File: src/rtl/toggle_req_rx.sv
// Receive side of the toggle request/acknowledge link: synchronizes req_tgl, captures
// req_data on each serviced flip, presents it on valid/ready and flips ack_tgl once accepted.
module toggle_req_rx #(
   parameter int unsigned DATA_W      = 8,
   parameter int unsigned SYNC_STAGES = 2,
   parameter int unsigned CNT_W       = 8
) (
   input  logic              clk,
   input  logic              rst_n,
   input  logic              req_tgl,
   input  logic [DATA_W-1:0] req_data,
   output logic              out_valid,
   output logic [DATA_W-1:0] out_data,
   input  logic              out_ready,
   output logic              ack_tgl,
   output logic [CNT_W-1:0]  evt_count,
   output logic              overrun,
   input  logic              clr_overrun
);

   typedef enum logic [1:0] {
      S_IDLE,
      S_CAPTURE,
      S_PRESENT,
      S_ACK
   } state_e;

   state_e                  state_q, state_d;
   logic [SYNC_STAGES-1:0]  sync_q;
   logic                    req_seen_q, req_seen_d;
   logic                    valid_q, valid_d;
   logic [DATA_W-1:0]       data_q, data_d;
   logic                    ack_q, ack_d;
   logic [CNT_W-1:0]        cnt_q, cnt_d;
   logic                    ovr_q, ovr_d;
   logic                    ovr_set;
   logic                    sync_out;
   logic                    pending;

   assign sync_out = sync_q[SYNC_STAGES-1];
   assign pending  = sync_out ^ req_seen_q;

   always_ff @(posedge clk or negedge rst_n) begin
      if (!rst_n) begin
         sync_q <= '0;
      end else begin
         sync_q <= {sync_q[SYNC_STAGES-2:0], req_tgl};
      end
   end

   always_ff @(posedge clk or negedge rst_n) begin
      if (!rst_n) begin
         state_q    <= S_IDLE;
         req_seen_q <= 1'b0;
         valid_q    <= 1'b0;
         data_q     <= '0;
         ack_q      <= 1'b0;
         cnt_q      <= '0;
         ovr_q      <= 1'b0;
      end else begin
         state_q    <= state_d;
         req_seen_q <= req_seen_d;
         valid_q    <= valid_d;
         data_q     <= data_d;
         ack_q      <= ack_d;
         cnt_q      <= cnt_d;
         ovr_q      <= ovr_d;
      end
   end

   // Any flip seen while a transfer is in flight is a protocol violation; a single
   // extra flip stays pending and is serviced once the FSM is back in IDLE.
   always_comb begin
      state_d    = state_q;
      req_seen_d = req_seen_q;
      valid_d    = valid_q;
      data_d     = data_q;
      ack_d      = ack_q;
      cnt_d      = cnt_q;
      ovr_set    = 1'b0;
      case (state_q)
         S_IDLE: begin
            if (pending) begin
               req_seen_d = sync_out;
               state_d    = S_CAPTURE;
            end
         end
         S_CAPTURE: begin
            ovr_set = pending;
            data_d  = req_data;
            valid_d = 1'b1;
            state_d = S_PRESENT;
         end
         S_PRESENT: begin
            ovr_set = pending;
            if (out_ready) begin
               valid_d = 1'b0;
               state_d = S_ACK;
            end
         end
         S_ACK: begin
            ovr_set = pending;
            ack_d   = ~ack_q;
            cnt_d   = cnt_q + CNT_W'(1);
            state_d = S_IDLE;
         end
         default: begin
            state_d = S_IDLE;
         end
      endcase
      ovr_d = ovr_set | (ovr_q & ~clr_overrun);
   end

   assign out_valid = valid_q;
   assign out_data  = data_q;
   assign ack_tgl   = ack_q;
   assign evt_count = cnt_q;
   assign overrun   = ovr_q;

endmodule

File: config.mk
export PLATFORM = sky130hd
export DESIGN_NAME = toggle_req_rx
export DESIGN_NICKNAME = d
export VERILOG_FILES = /design/src/rtl/toggle_req_rx.sv
export SDC_FILE = /design/constraint.sdc
export NUM_CORES = 1
export LEC_CHECK = 0
export ABC_AREA = 1
export CAP_MARGIN = 20
export CORE_AREA = 2 2 52 54
export DETAILED_ROUTE_END_ITERATION = 8
export DIE_AREA = 0 0 54 56
export GPL_TIMING_DRIVEN = 1
export PLACE_DENSITY = 0.78
export SLEW_MARGIN = 20
export SYNTH_ARGS = -nofsm -noshare
export SYNTH_HDL_FRONTEND = slang
export SYNTH_SLANG_ARGS = --single-unit
export TNS_END_PERCENT = 50
File: constraint.sdc
create_clock -name clk -period 1.6 [get_ports clk]
set_input_delay 0.32 -clock clk [delete_from_list [all_inputs] [get_ports clk]]
set_output_delay 0.32 -clock clk [all_outputs]
set_load 0.05 [all_outputs]
Yosys cells after proc, flatten, opt, wreduce, memory -nomap -nowiden
Cells that the tools add are included.
{"block": "word_totals", "ff_bits": 24, "in_bits": 13, "out_inout_bits": 19}
{"block": "op_classes", "add_sub_neg": 1, "eq_ne": 5, "muxes": 6, "bitwise": 5, "reduce_logical": 6}
{"cell": "adder 8 x 1 -> 8 bit (second input constant)", "count": 1}
{"cell": "case mux 2 bit (4 select lines)", "count": 1}
{"cell": "AND reduction 2 bit", "count": 3}
{"cell": "equality test 2 bit (second input constant)", "count": 2}
{"cell": "2-to-1 mux 2 bit", "count": 2}
{"cell": "inequality test 2 bit (second input constant)", "count": 2}
{"cell": "OR reduction 3 bit", "count": 1}
{"cell": "equality test 2 x 1 -> 1 bit (second input constant)", "count": 1}
{"cell": "logical NOT 2 bit", "count": 1}
{"cell": "2-to-1 mux 1 bit", "count": 2}
{"cell": "NOT 1 bit", "count": 2}
{"cell": "case mux 1 bit (2 select lines)", "count": 1}
{"cell": "nonzero test 2 bit", "count": 1}
{"cell": "bitwise AND 1 bit", "count": 1}
{"cell": "OR 1 bit", "count": 1}
{"cell": "bitwise XOR 1 bit", "count": 1}

Depth between registers and ports, before layout
{"block": "logic_depth", "word_depth": 4, "ltp_mapped": 6, "depth_no_buf": 6}

Least setup slack after synthesis
No wires, ideal clock.
{"block": "synth_timing", "path_kind": "reg-to-reg", "from": "register cnt_q[0], in the netlist evt_count[0]", "to": "register cnt_q[4], in the netlist evt_count[4]", "setup_ps": 140, "t_arrival_ps": 1291, "required_time_ps": 1460, "path_slack_ps": 169, "stages_incl_launch_ff": 6, "n_path_buf": 0, "period_less_slack_ps": 1431, "cell_sequence": "dfrtp_1 ha_1 nand2_2 nor2_4 nand2_2 xnor2_2"}
{"block": "synth_via", "elab_chain_cells": 1}
{"item": "start: declaration", "line_no": "34", "rtl": "logic [CNT_W-1:0] cnt_q, cnt_d;"}
{"item": "start signal: assignment", "line_no": "66", "rtl": "cnt_q <= cnt_d;"}
{"item": "adder 8 x 1 -> 8 bit", "line_no": "104", "rtl": "cnt_d = cnt_q + CNT_W'(1);"}
No other way between the ends.
A chain may end at the register's enable or synchronous reset.

Worst setup path after layout
{"block": "layout_timing", "from": "register state_q[1]", "to": "register data_q[7], in the netlist out_data[7]"}
{"block": "layout_via", "elab_chain_cells": 1}
{"item": "start: declaration", "line_no": "28", "rtl": "state_e state_q, state_d;"}
{"item": "start signal: assignment", "line_no": "61", "rtl": "state_q <= state_d;"}
{"item": "equality test 2 x 1 -> 1 bit", "line_no": "81", "rtl": "case (state_q)"}
{"item": "end signal: assignment", "line_no": "64", "rtl": "data_q <= data_d;"}
{"item": "end: declaration", "line_no": "32", "rtl": "logic [DATA_W-1:0] data_q, data_d;"}
No other way between the ends.

==> flow_metrics.tcl <==
set metrics [dict create \
    final_nets 153 \
    area_delta_synth_final_pct 42.07 \
    ctsHtreeMaxLevel 1 \
    cts_buffer_depth 2 \
    antenna_found_initial 0 \
    swShare 0.4650 \
    ys_ff_latch 24 \
    fmaxAchievable_mhz 698.6 \
    combPwrFrac 0.579 \
    max-slew-margin-rel 0.7507 \
    grt_setup_unrepaired "false" \
    dieArea_um2 3024 \
    synth.area.top_cells "dfrtp_1 (56%), nand2_1 (8.7%), mux2_2 (8.4%)" \
    syn_nets 117 \
    hold_class "in2async" \
    drt_iter0_markers 5 \
    cts_tree "done" \
    grt_pass1_vias 811 \
    synth_area_um2 1074 \
    cts-hold-fix-buffers 0 \
    p_seq_frac 0.328 \
    grt_pass1_wl_mm 3.160 \
    pin_count 32 \
    r2r_setup_slack_ns 0.17 \
    fin_tns_setup_ns 0 \
    p_switching_uw 1547 \
    dp_hpwl_mm 1.415 \
    outcome "finished clean" \
    netlist.area_leader.share 0.5594 \
    rows 18 \
    routed-via-count 763 \
    drt-total-wl_mm 1.742 \
    cp_max_fo 9 \
    setup_viol 0 \
    worstPathArrival_ns 1.64 \
    drc 0 \
    maxCapViolCount 0 \
    syn_area_per_cell_um2 10.95 \
    final_cell_mix "nand2_1 (25), dfrtp_1 (24), inv_1 (12), clkdlybuf4s50_1 (12), buf_4 (11)" \
    dp_cells 159 \
    crit_chain "inv_1 -> ha_1 -> mux2_2" \
    fp.dieH_um 56 \
    drive_gt1_frac 0.2857 \
    mostFrequentLayoutCell "nand2_1" \
    die_w_um 54 \
    p_leak_uw 0.0007466 \
    overflow 0 \
    cts_root_buffer "clkbuf_4" \
    cts_resized 0 \
    crit_type "reg2reg" \
    coreArea_um2 2432 \
    reg2regPathDepth 3 \
    post-route-period-util 0.8946 \
    grt.total_usage 0.1375 \
    yosysSeqAreaShare 0.5594 \
    clkLatencyLatePin_ns 0.31 \
    cp_slowest_cell "dfrtp_1" \
    worstPathRequired_ns 1.80 \
    critical-path-top-delay-family "flip-flops" \
    via_per_inst 4.681 \
    fin_cells 163 \
    tightest_slew_ns 0.3740 \
    final-hold-violation-count 0 \
    critPathBufInv 1 \
    cts_inserted_buffers 3 \
    clockPowerShare 0.093 \
    hold_slack_ns 0.3430 \
    synth_cell_types 16 \
    cts.sinks 24 \
    ir_drop_mv 1.465 \
    timing.rr.end "out_data[7]" \
    yosysTopAreaCell "dfrtp_1" \
    portBuffers 31 \
    antenna_cells 0 \
    start_util 0.4414 \
    post_cts_buffers 0 \
    ant_nets 0 \
    fin_crit_ns 1.431 \
    skew_ns 0.002258 \
    crit_path_end_kind "flip-flop" \
    path_clk_slew_ns 0.12 \
    drv_slew 0 \
    dr.pass1.iters 4 \
    wl_per_cell_um 10.69 \
    power_density_nw_per_um2 2181 \
    yosys_warnings 0 \
    cp-start-kind "flip-flop" \
    grt_max_degree 25 \
    synth_cells 98 \
    intPower_uw 1779 \
    critical_path.max_stage_delay_ns 0.43 \
    r2r_start "state_q[1]" \
    place_congestion 0.6585 \
]
-- Yosys cell counts, drive strengths merged --
library cell / instances
inv: 12
mux2: 9
xnor2: 1
nand3b: 2
nand3: 4
xor2: 4
o21ai: 3
nand2: 28
buf: 1
dfrtp: 24
nor2: 3
nand4: 1
ha: 6
-- power groups by stage --
stage | clock (uW) | combinational [uW] | sequential, uW
after floorplan | 0 | 576 | 1750
final | 309 | 1930 | 1090
after global routing | 352 | 2070 | 1140
after global placement | 0 | 1910 | 1100
after CTS | 327 | 1950 | 1100
after detailed placement | 0 | 1950 | 1100
-- worst max path at each step --
stage | start | end | slack [ns] | depth (start not counted)
after global routing | state_q[1] | out_data[7] | 0.07 | 3
after floorplan | evt_count[0] | evt_count[4] | 0.17 | 5
after CTS | state_q[1] | out_data[5] | 0.14 | 3
final | state_q[1] | out_data[7] | 0.17 | 3
after detailed placement | state_q[1] | out_data[7] | 0.15 | 3
after global placement | state_q[1] | out_data[6] | 0.24 | 3
-- flip-flops by register name (all words and copies together), names as in the netlist --
name        count
evt_count       8
req_seen_q      1
ack_tgl         1
out_valid       1
overrun         1
sync_q          2
out_data        8
state_q         2
-- logic make-up (layout without fill, tap and decap cells) --
group                    after synthesis  count (layout)  synth area share
flip-flops                            24              24            0.5594
adder cells (fa/ha/maj)                6               6           0.06993
AND/OR/NAND/NOR                       38              38            0.1678
XOR/XNOR                               5               5           0.04779
multiplexers                           9               9           0.09441
AO/OA/AOI/OAI                          3               3           0.01398
buffers and inverters                 13              48           0.04661
-- stage by stage --
| step | cell area, um^2 | setup slack, ns | utilization | power [uW] |
|---|---|---|---|---|
| detailed placement | 1489 | 0.1527 | 0.6121 | 3058 |
| CTS | 1525 | 0.1395 | 0.6271 | 3378 |
| finish | 1525 | 0.1686 | 0.6271 | 3326 |
| floorplan | 1074 | 0.1690 | - | 2330 |
| global placement | 1489 | 0.2358 | 0.6121 | 3005 |
| global route | 1525 | 0.07309 | 0.6271 | 3556 |
-- area by class of cell --
class / count / area (um^2)
clock buffer: 4 / 36.28
fill: 214 / 907.1
tap: 30 / 37.54
sequential: 24 / 600.6
multi-input combinational: 61 / 422.9
timing repair buffer: 32 / 382.9
inverter: 12 / 45.04
-- worst register-to-register path: stages (launching register included) --
cell	delay (ns)
dfrtp_1	0.43
inv_1	0.12
ha_1	0.39
mux2_2	0.38
-- metal layers --
| metal | share of wire | routed length [um] | GRT usage | up-vias |
|---|---|---|---|---|
| met4 | 0.0075 | 13 | 0.03214 | 0 |
| met2 | 0.54 | 948 | 0.2613 | 25 |
| li1 | - | - | - | 377 |
| met3 | 0.063 | 109 | 0.02957 | 2 |
| met5 | 0 | 0 | 0 | - |
| met1 | 0.39 | 671 | 0.1466 | 359 |
Note: power is estimated with default switching activity, not from simulation.
